--- config.mk ---
export PLATFORM = sky130hd
export DESIGN_NAME = prefetch_buffer
export DESIGN_NICKNAME = d
export VERILOG_FILES = /design/src/rtl/prefetch_buffer.sv
export SDC_FILE = /design/constraint.sdc
export NUM_CORES = 1
export LEC_CHECK = 0
export CAP_MARGIN = 5
export CORE_MARGIN = 3
export CORE_UTILIZATION = 38
export CTS_BUF_LIST = sky130_fd_sc_hd__clkbuf_4
export CTS_CLUSTER_SIZE = 25
export DETAILED_ROUTE_END_ITERATION = 12
export DONT_BUFFER_PORTS = 1
export GPL_ROUTABILITY_DRIVEN = 0
export GPL_TIMING_DRIVEN = 0
export SLEW_MARGIN = 25
export SYNTH_ARGS = -nofsm -noshare
export SYNTH_HDL_FRONTEND = slang
export SYNTH_SLANG_ARGS = --single-unit
export TNS_END_PERCENT = 20
--- constraint.sdc ---
create_clock -name clk -period 3.97 [get_ports clk]
set_clock_uncertainty 0.1 [all_clocks]
set_input_delay 0.9925 -clock clk [delete_from_list [all_inputs] [get_ports clk]]
set_output_delay 0.9925 -clock clk [all_outputs]
set_load 0.01 [all_outputs]
--- src/rtl/prefetch_buffer.sv ---
// Instruction prefetch buffer: fetches 32-bit words into a halfword FIFO and
// presents 16/32-bit RISC-V instructions, including ones straddling a word.
module prefetch_buffer #(
    parameter int                 ADDR_W   = 8,
    parameter int                 DEPTH    = 8,
    parameter logic [ADDR_W-1:0]  RESET_PC = '0
) (
    input  logic              clk,
    input  logic              rst,
    output logic              mem_req,
    output logic [ADDR_W-1:0] mem_addr,
    input  logic              mem_gnt,
    input  logic              mem_rvalid,
    input  logic [31:0]       mem_rdata,
    input  logic              flush,
    input  logic [ADDR_W-1:0] flush_addr,
    input  logic              instr_ready,
    output logic              instr_valid,
    output logic [31:0]       instr_out,
    output logic [ADDR_W-1:0] instr_pc,
    output logic              instr_compressed
);

    localparam int PTR_W = $clog2(DEPTH);
    localparam int CNT_W = PTR_W + 1;
    localparam logic [CNT_W:0] SPACE_LIM = (CNT_W+1)'(DEPTH - 2);

    typedef enum logic [1:0] {
        IDLE,
        BUSY,
        DROP
    } state_t;

    state_t            state_q, state_d;
    logic [15:0]       hw_q [DEPTH];
    logic [PTR_W-1:0]  rd_ptr_q, wr_ptr_q;
    logic [PTR_W-1:0]  rd_ptr_nx, wr_ptr_nx;
    logic [CNT_W-1:0]  count_q;
    logic [ADDR_W-1:0] head_pc_q, fetch_addr_q;
    logic              skip_lo_q;

    logic [15:0]       head_lo, head_hi;
    logic              head_comp, have_instr, consume;
    logic [CNT_W-1:0]  rd_cnt, wr_cnt;
    logic              rsp_take, wr_en, issue, has_space, can_issue;
    logic [CNT_W:0]    committed;

    // ---------------- head decode ----------------
    assign rd_ptr_nx = rd_ptr_q + PTR_W'(1);
    assign wr_ptr_nx = wr_ptr_q + PTR_W'(1);
    assign head_lo   = hw_q[rd_ptr_q];
    assign head_hi   = hw_q[rd_ptr_nx];
    assign head_comp = (head_lo[1:0] != 2'b11);

    // A 32-bit instruction needs both halfwords resident, so a word-straddling
    // one waits for the next response.
    assign have_instr = (count_q >= CNT_W'(2)) ||
                        ((count_q == CNT_W'(1)) && head_comp);

    assign instr_valid      = ~rst & have_instr;
    assign instr_compressed = ~rst & (count_q != '0) & head_comp;
    assign instr_pc         = head_pc_q;

    always_comb begin
        instr_out = '0;
        if (instr_valid)
            instr_out = head_comp ? {16'h0000, head_lo} : {head_hi, head_lo};
    end

    assign consume = instr_valid & instr_ready & ~flush;
    assign rd_cnt  = consume ? (head_comp ? CNT_W'(1) : CNT_W'(2)) : '0;

    // ---------------- fetch side ----------------
    assign rsp_take = (state_q == BUSY) & mem_rvalid;
    assign wr_en    = rsp_take & ~flush & ~rst;
    assign wr_cnt   = wr_en ? (skip_lo_q ? CNT_W'(1) : CNT_W'(2)) : '0;

    // Reserve room for the outstanding response so a new word always fits.
    assign committed = {1'b0, count_q} + ((state_q == BUSY) ? (CNT_W+1)'(2) : '0);
    assign has_space = (committed <= SPACE_LIM);
    assign can_issue = (state_q == IDLE) | rsp_take;

    assign mem_req  = ~rst & ~flush & has_space & can_issue;
    assign mem_addr = fetch_addr_q;
    assign issue    = mem_req & mem_gnt;

    always_comb begin
        state_d = state_q;
        case (state_q)
            IDLE: begin
                if (issue)
                    state_d = BUSY;
            end
            BUSY: begin
                // A response landing in the flush cycle is already the one to
                // discard, so only an unanswered request needs DROP.
                if (flush)
                    state_d = mem_rvalid ? IDLE : DROP;
                else if (mem_rvalid)
                    state_d = issue ? BUSY : IDLE;
            end
            DROP: begin
                if (mem_rvalid)
                    state_d = IDLE;
            end
            default: state_d = IDLE;
        endcase
    end

    always_ff @(posedge clk) begin
        if (rst)
            state_q <= IDLE;
        else
            state_q <= state_d;
    end

    always_ff @(posedge clk) begin
        if (rst) begin
            rd_ptr_q     <= '0;
            wr_ptr_q     <= '0;
            count_q      <= '0;
            head_pc_q    <= {RESET_PC[ADDR_W-1:1], 1'b0};
            fetch_addr_q <= {RESET_PC[ADDR_W-1:2], 2'b00};
            skip_lo_q    <= RESET_PC[1];
        end else if (flush) begin
            rd_ptr_q     <= '0;
            wr_ptr_q     <= '0;
            count_q      <= '0;
            head_pc_q    <= flush_addr & ~ADDR_W'(1);
            fetch_addr_q <= flush_addr & ~ADDR_W'(3);
            skip_lo_q    <= flush_addr[1];
        end else begin
            if (wr_en) begin
                wr_ptr_q  <= wr_ptr_q + wr_cnt[PTR_W-1:0];
                skip_lo_q <= 1'b0;
            end
            if (consume) begin
                rd_ptr_q  <= rd_ptr_q + rd_cnt[PTR_W-1:0];
                head_pc_q <= head_pc_q + (head_comp ? ADDR_W'(2) : ADDR_W'(4));
            end
            count_q <= count_q + wr_cnt - rd_cnt;
            if (issue)
                fetch_addr_q <= fetch_addr_q + ADDR_W'(4);
        end
    end

    // Storage needs no reset: occupancy alone decides what is valid.
    always_ff @(posedge clk) begin
        if (wr_en) begin
            if (skip_lo_q) begin
                hw_q[wr_ptr_q] <= mem_rdata[31:16];
            end else begin
                hw_q[wr_ptr_q]  <= mem_rdata[15:0];
                hw_q[wr_ptr_nx] <= mem_rdata[31:16];
            end
        end
    end

endmodule
==> flow_metrics.py, run 1 <==
metrics = {
    "run_status": {
        "status": "finished clean",
    },
    "route": {
        "wl_per_cell_um": 23.88,
        "drt.antenna.violating_nets": 0,
        "finalWirelength_um": 28990,
        "drt_iter0_markers": 828,
        "drcViolationCount": 0,
        "firstDrtPassIters": 5,
        "vias_per_cell": 5.840,
        "num_vias": 7090,
    },
    "die": {
        "die_y_um": 164,
        "core_um2": 24460,
        "rows": 57,
        "dieArea_um2": 26900,
        "ios": 97,
        "initial_core_util": 0.3878,
        "die-width_um": 164,
    },
    "logic_synthesis": {
        "synthTopCellsByArea": "edfxtp_1 41%, mux4_2 15%, mux2i_1 6.9%",
        "ys_warn_count": 0,
        "synthAdderAreaFrac": 0.03034,
        "avgSynthCellArea_um2": 11.20,
        "synthArstFlopShare": 0,
        "syn_area_um2": 9487,
        "synth_top_family_by_area": "multiplexers",
        "postSynthCellCount": 847,
        "synthSimpleGateAreaFrac": 0.1088,
        "synth_xor_area_frac": 0.006463,
        "synth-main-ff-cell": "edfxtp_1",
        "synth_most_common_cell": "nor2_1",
        "synth.top_cell.area_share": 0.4052,
        "ys_seq_elements": 157,
        "synthMuxAreaShare": 0.2276,
        "synth-edff-count": 128,
        "yosysUniqueCellTypes": 54,
        "synth_compound_area_frac": 0.1072,
        "ys_seq_area_frac": 0.4664,
        "synth.largest_area_cell": "edfxtp_1",
        "ys_top_cells_by_count": "135 x nor2_1, 128 x edfxtp_1, 118 x a21oi_1",
    },
    "clock_tree": {
        "clkSinkCount": 157,
        "clockRootBuffer": "clkbuf_4",
        "cts_max_level": 4,
        "clkSlewWorstSetupHoldPaths_ns": 0.17,
        "cts_buffers": 17,
        "cts_buffer_depth": 2,
        "clock_latency_ns": 0.60,
        "tritoncts": "done",
    },
    "cells_and_area": {
        "final_cells": 1214,
        "nets": 942,
        "drive_gt1_frac": 0.2137,
        "syn_to_final_growth_pct": 11.22,
        "finish.instance_area_um2": 10550,
    },
    "timing": {
        "rsz0062_at_grt": "true",
        "timing.final.ws_setup_ns": 0.08013,
        "report.final.slew_viol_count": 0,
        "hold_slack_ns": 0.3418,
        "slew_headroom": 0.3430,
        "fin_crit_ns": 3.890,
        "hold_violations": 0,
        "fin_crit_sh": 0.9798,
        "setup_viol": 0,
        "tightest_slew_ns": 0.9855,
        "max_freq_mhz": 257.1,
    },
    "critical_path": {
        "start_kind": "register",
        "critPathKind": "reg2out",
        "cp_data_arrival_time_ns": 2.80,
        "cp_data_required_time_ns": 2.88,
        "crit_path_end_kind": "output pin",
        "worstPathMaxFanout": 7,
    },
    "power_and_ir_drop": {
        "p_leak_nw": 3.443,
        "max-vdd-ir-drop_uv": 158.0,
        "power_density_nw_per_um2": 289.4,
        "power_w": 0.003054,
    },
    "hold_path": {
        "hp-class": "in2reg",
    },
    "placement": {
        "io_buffers": 0,
        "hpwlAfterDp_um": 20530,
        "dp.cells": 1179,
        "place_area_um2": 10090,
        "place_ws_ns": 0.1671,
    },
    "grt": {
        "antenna_found_initial": 1,
        "grt_pass1_wl_um": 43220,
        "grt-ovfl-total": 0,
        "grt_pass1_vias": 6998,
        "track_usage": 0.2198,
        "grt_start_max_net_pins": 19,
    },
    "flow_run": {
        "max-cap-violations": 0,
    },
}
logic make-up after synthesis:
group,after synthesis
flip-flops,157
adder cells (fa/ha/maj),20
multiplexers,133
buffers and inverters,115
other,1
AO/OA/AOI/OAI,174
AND/OR/NAND/NOR,240
XOR/XNOR,7
stage by stage:
| step | TNS (ns) | utilization |
|---|---|---|
| after floorplan | 0 | - |
| after global placement | -108.32 | 0.4047 |
| after detailed placement | 0 | 0.4125 |
| after CTS | 0 | 0.4282 |
| after global routing | -0.1093 | 0.4313 |
| final | 0 | 0.4313 |
registers in the layout (all words and copies together) (netlist names), named ones only:
name / cells
count_q: 4
hw_q: 128
instr_pc: 7
mem_addr: 6
rd_ptr_q: 3
skip_lo_q: 1
state_q: 2
wr_ptr_q: 3
worst paths after layout:
path / end / start / depth (start not counted) / slack (ns)
setup / recovery: instr_out[31] / register / 8 / 0.08
hold / removal: state_q[1] / mem_rvalid / 1 / 0.34
setup reg to reg: count_q[3] / register / 13 / 0.68
hold reg to reg: skip_lo_q / skip_lo_q / 2 / 0.45
layer usage:
layer  vias up  track usage  part of all wire
met5         -            0                 0
met4         0      0.07536             0.025
met3        49      0.05549             0.092
met2       340       0.3521              0.47
met1      3503       0.2920              0.41
li1       3198            -                 -
layout by cell type, fill, tap and decap left out, types with 6 or more instances in the layout:
cell type  instances
a21oi_1          118
a21oi_2            7
buf_4             13
buf_8              7
clkbuf_1          28
clkbuf_2          22
clkbuf_4          20
dfxtp_1           29
edfxtp_1         128
ha_1              15
inv_1             40
mux2i_1           65
mux4_2            64
nand2_1           52
nand3_1           12
nor2_1           128
nor2_2             9
o21ai_0           10
or3_1              6
power breakdown:
part | internal (W) | leakage [nW] | switching, W
combinational | 0.0000601 | 1.88 | 0.000108
clock | 0.000357 | 0.171 | 0.000722
sequential | 0.00179 | 1.39 | 0.0000177
layout make-up:
class                           count  area (um^2)
Fill cell                        2264        13910
Multi-Input combinational cell    577         4745
Sequential cell                   157         4424
Tap cell                          324        405.4
Buffer                             73        382.9
Clock inverter                     15        197.7
Inverter                           41        153.9
Clock buffer                       17        127.6
Timing Repair Buffer                9        112.6
Antenna cell                        1        2.502
critical path, stage by stage (launching register included):
cell     delay, ns
dfxtp_1       0.34
buf_6         0.13
mux4_2        0.37
mux2i_4       0.11
nor2_4        0.19
inv_2         0.10
or3_1         0.35
buf_4         0.19
a21oi_1       0.43
what timing repair did:
action / in CTS / in global routing
endpoints found under the setup margin: 33 / 26
setup buffers: 0 / 3
pin swaps: 0 / 1
hold buffers: 0 / 0
resized for setup: 29 / 15
No activity file was read; power rests on OpenSTA's default activity.
==> inputs of run 2 (changes only) <==
Settings changed: REMOVE_ABC_BUFFERS from default to 1, TNS_END_PERCENT 20 to default.
==> run 2 against run 1 <==
Effect of this change:
- worst setup slack barely moved
- register-to-register slack worse by 0.25 ns
- critical path depth fell by 2
- power fell by 1.1%
- first-iteration DRC count down 28%
- via count shrank 2.6%
- maximum frequency about the same
- sequential share of layout area is 0.31 points lower
- cell count decreased by 4.4%
==> flow_metrics.py, run 2 (synthesis gave the netlist of run 1 again) <==
metrics = {
    "grt": {
        "grt_start_max_net_pins": 34,
        "grt_pass1_wl_um": 41490,
        "grt_pass1_vias": 6912,
        "antenna_found_initial": 1,
        "grt-ovfl-total": 0,
        "track_usage": 0.2083,
    },
    "critical_path": {
        "cp_data_arrival_time_ns": 2.80,
        "crit_path_end_kind": "output pin",
        "start_kind": "register",
        "cp_data_required_time_ns": 2.88,
        "reg2regPathDepth": 13,
        "worstPathMaxFanout": 10,
        "critPathKind": "reg2out",
    },
    "cells_and_area": {
        "layout_common_cells": "128 x edfxtp_1, 123 x nor2_1, 112 x a21oi_1",
        "syn_to_final_growth_pct": 12.42,
        "regMostFlops": "hw_q",
        "mostFrequentLayoutCell": "edfxtp_1",
        "drive_gt1_frac": 0.2228,
        "final_cells": 1160,
        "nets": 888,
        "largest_reg_flops": 128,
    },
    "placement": {
        "dp.cells": 1119,
        "hpwlAfterDp_um": 18190,
        "io_buffers": 0,
    },
    "clock_tree": {
        "clkSinkCount": 157,
        "cts_buffers": 17,
        "cts_buffer_depth": 2,
        "tritoncts": "done",
        "clkSlewWorstSetupHoldPaths_ns": 0.17,
        "clock_latency_ns": 0.58,
        "ctsHoldBuffers": 0,
        "cts_max_level": 4,
        "clockRootBuffer": "clkbuf_4",
    },
    "route": {
        "finalWirelength_um": 27710,
        "vias_per_cell": 5.951,
        "drt.antenna.violating_nets": 0,
        "drt_iter0_markers": 598,
        "dr_wl_met2_um": 14140,
        "wl_per_cell_um": 23.89,
        "wl_met3_um": 2115,
        "drcViolationCount": 0,
        "firstDrtPassIters": 5,
        "top_layer_used": "met4",
        "num_vias": 6903,
        "met1Wirelength_um": 10960,
    },
    "power_and_ir_drop": {
        "power_density_nw_per_um2": 283.1,
        "max-vdd-ir-drop_uv": 133.1,
        "p_leak_nw": 3.367,
        "power_w": 0.003019,
    },
    "timing": {
        "fin_crit_ns": 3.890,
        "tightest_slew_ns": 0.8463,
        "setup_viol": 0,
        "fin_crit_sh": 0.9798,
        "max_freq_mhz": 257.1,
        "report.final.slew_viol_count": 0,
        "rsz0062_at_grt": "true",
        "slew_headroom": 0.4196,
        "hold_violations": 0,
    },
    "die": {
        "die-width_um": 164,
        "die_y_um": 164,
        "ios": 97,
        "dieArea_um2": 26900,
        "rows": 57,
        "initial_core_util": 0.3878,
        "core_um2": 24460,
    },
    "flow_run": {
        "max-cap-violations": 0,
    },
    "hold_path": {
        "whs_path_depth": 1,
        "hp-class": "in2reg",
    },
    "run_status": {
        "status": "finished clean",
    },
}
-- run 2: cell type report --
type / count / area (um^2)
multi-input combinational: 579 / 4898
antenna: 1 / 2.502
timing repair buffer: 26 / 440.4
clock inverter: 15 / 197.7
tap: 324 / 405.4
fill: 2253 / 13800
inverter: 41 / 153.9
clock buffer: 17 / 127.6
sequential: 157 / 4439
-- run 2: layer usage --
metal,global-route usage,up-vias
li1,-,3086
met1,0.2545,3527
met2,0.3679,257
met3,0.05322,33
met4,0.05344,0
met5,0,-
-- run 2: stage by stage --
stage / worst slack [ns] / setup TNS [ns] / utilization / area [um^2] / hold slack (ns)
2_1_floorplan: -0.8529 / -98.22 / - / 9148 / 0.3664
3_3_place_gp: -3.956 / -685.63 / 0.3905 / 9553 / 0.4049
3_5_place_dp: -0.2438 / -1.498 / 0.4123 / 10090 / 0.4186
4_1_cts: 0.01336 / 0 / 0.4319 / 10570 / 0.3114
5_1_grt: -0.04523 / -0.3356 / 0.4360 / 10670 / 0.3135
6_report: 0.08016 / 0 / 0.4360 / 10670 / 0.3523
-- run 2: repair_timing --
action / 4_1_cts / 5_1_grt
pin swaps: 2 / 1
endpoints found under the hold margin: 0 / 0
setup buffers: 4 / 2
gates cloned: 1 / 1
resized for setup: 27 / 10
setup endpoints to repair: 33 / 27
-- run 2: worst paths after layout --
check	start	to	slack (ns)
max	register	instr_out[10]	0.08
min	rst	mem_addr[4]	0.35
max reg2reg	register	count_q[3]	0.43
min reg2reg	skip_lo_q	skip_lo_q	0.43
-- run 2: critical path, cell delays in order, from the launching register on --
cell	delay, ns
dfxtp_4	0.40
buf_4	0.25
mux4_2	0.58
mux2i_4	0.25
o21ai_2	0.16
a21o_4	0.35
nor2_2	0.24
-- run 2: power breakdown --
part           switching, W  internal, W
combinational     0.0000825    0.0000535
clock              0.000719     0.000360
sequential        0.0000183      0.00179
total              0.000820      0.00220
==> inputs of run 3 (changes only) <==
Settings changed: SLEW_MARGIN 25 to default.
==> run 3 against run 2 <==
Effect of this change:
- design area fell by 0.97%
- combinational power barely moved
- sequential power is essentially flat
- routed wire length is 3.7% lower
- maximum frequency grew 0.28%
- critical path depth is the same
- core utilization is 0.42 points lower
- first-iteration DRC count rose by 0.67%
- cell count unchanged
- via count is 2.1% lower
- die area stayed put
- register-to-register slack improved by 0.10 ns
==> flow_metrics.py, run 3 (synthesis gave the netlist of run 1 again) <==
metrics = {
    "timing": {
        "report.final.slew_viol_count": 0,
        "max_freq_mhz": 257.8,
        "fin_crit_sh": 0.9771,
        "fin_crit_ns": 3.879,
        "hold_slack_ns": 0.3594,
        "setup_viol": 0,
        "rsz0062_at_grt": "true",
        "hold_violations": 0,
        "finalSetupTns_ns": 0,
        "tightest_slew_ns": 0.9558,
        "slew_headroom": 0.3628,
    },
    "cells_and_area": {
        "largest_reg_flops": 128,
        "fillers": 2276,
        "mostFrequentLayoutCell": "edfxtp_1",
        "drive_gt1_frac": 0.2158,
        "final_cells": 1160,
        "seqCellArea_um2": 4437,
        "regMostFlops": "hw_q",
        "layout_common_cells": "128 x edfxtp_1, 127 x nor2_1, 112 x a21oi_1",
        "syn_to_final_growth_pct": 11.33,
        "multi_input_area_um2": 4792,
        "final_util": 0.4317,
        "finish.instance_area_um2": 10560,
        "nets": 887,
    },
    "clock_tree": {
        "cts_buffers": 17,
        "clkSinkCount": 157,
        "cts_buffer_depth": 2,
        "clock_latency_ns": 0.57,
        "cts_max_level": 4,
        "clkSlewWorstSetupHoldPaths_ns": 0.16,
        "clockRootBuffer": "clkbuf_4",
        "tritoncts": "done",
        "ctsHoldBuffers": 0,
    },
    "die": {
        "core_um2": 24460,
        "ios": 97,
        "initial_core_util": 0.3878,
        "die_y_um": 164,
        "die-width_um": 164,
        "dieArea_um2": 26900,
        "rows": 57,
    },
    "route": {
        "firstDrtPassIters": 7,
        "finalWirelength_um": 26690,
        "drcViolationCount": 0,
        "vias_per_cell": 5.828,
        "drt_iter0_markers": 602,
        "wl_per_cell_um": 23.00,
        "num_vias": 6760,
        "drt.antenna.violating_nets": 0,
    },
    "power_and_ir_drop": {
        "p_leak_nw": 3.357,
        "max-vdd-ir-drop_uv": 152.7,
        "power_density_nw_per_um2": 282.8,
    },
    "critical_path": {
        "critPathKind": "reg2out",
        "cp_slowest_cell": "mux4_2",
        "cp_data_arrival_time_ns": 2.79,
        "cp_data_required_time_ns": 2.88,
        "path_cells": "buf_12, mux4_2, mux2i_4, o21ai_2, a21o_4, nor2_1",
        "start_kind": "register",
        "cp_slowest_stage_delay_ns": 0.60,
        "crit_path_end_kind": "output pin",
        "worstPathMaxFanout": 22,
    },
    "grt": {
        "grt_pass1_vias": 6750,
        "antenna_found_initial": 1,
        "grt_pass1_wl_um": 40170,
        "grt_start_max_net_pins": 34,
        "grt-ovfl-total": 0,
        "track_usage": 0.2007,
    },
    "run_status": {
        "status": "finished clean",
    },
    "placement": {
        "dp.cells": 1119,
        "place_area_um2": 10010,
        "io_buffers": 0,
        "hpwlAfterDp_um": 18200,
    },
    "flow_run": {
        "max-cap-violations": 0,
    },
    "hold_path": {
        "hp-class": "in2reg",
    },
}
[run 3: metal layers]
| layer | wire, um | GRT usage | vias up | part of all wire |
|---|---|---|---|---|
| li1 | - | - | 3076 | - |
| met1 | 10430 | 0.2503 | 3374 | 0.39 |
| met2 | 13650 | 0.3545 | 274 | 0.51 |
| met3 | 2198 | 0.04767 | 36 | 0.082 |
| met4 | 408 | 0.04498 | 0 | 0.015 |
| met5 | 0 | 0 | - | 0 |
[run 3: stage by stage]
stage	setup slack (ns)	total power, W
2_1_floorplan	-0.8529	0.001941
3_3_place_gp	-3.956	0.001969
3_5_place_dp	-0.7725	0.001975
4_1_cts	0.06038	0.003005
5_1_grt	-0.05370	0.003091
6_report	0.09090	0.002987
[run 3: area by class of cell]
class                      count  share of cell area
multi-input combinational    577              0.4537
sequential                   157              0.4201
timing repair buffer          27             0.04241
tap                          324             0.03838
clock inverter                15             0.01824
inverter                      41             0.01457
clock buffer                  17             0.01208
antenna                        2           0.0004739
[run 3: what timing repair did]
action / CTS / global route
pin swaps: 2 / 0
setup endpoints to repair: 60 / 12
resized for setup: 24 / 9
setup buffers: 6 / 0
[run 3: final timing paths]
| path | from | to | slack (ns) | cells after the start |
|---|---|---|---|---|
| min reg2reg | skip_lo_q | skip_lo_q | 0.45 | 2 |
| min | rst | mem_addr[4] | 0.36 | 1 |
| max | register | instr_out[1] | 0.09 | 6 |
| max reg2reg | register | count_q[3] | 0.53 | 13 |
[run 3: worst max-delay path, delay by kind of cell, from the launching register on]
kind / cells / cell delay [ns]
AO/OA/AOI/OAI: 2 / 0.50
buffers and inverters: 1 / 0.21
flip-flops: 1 / 0.39
multiplexers: 2 / 0.84
AND/OR/NAND/NOR: 1 / 0.28
[run 3: where the power goes]
part	total [W]	internal [W]	switching, W
sequential	0.00181	0.00179	0.0000185
clock	0.00105	0.000357	0.000691
combinational	0.000133	0.0000529	0.0000804
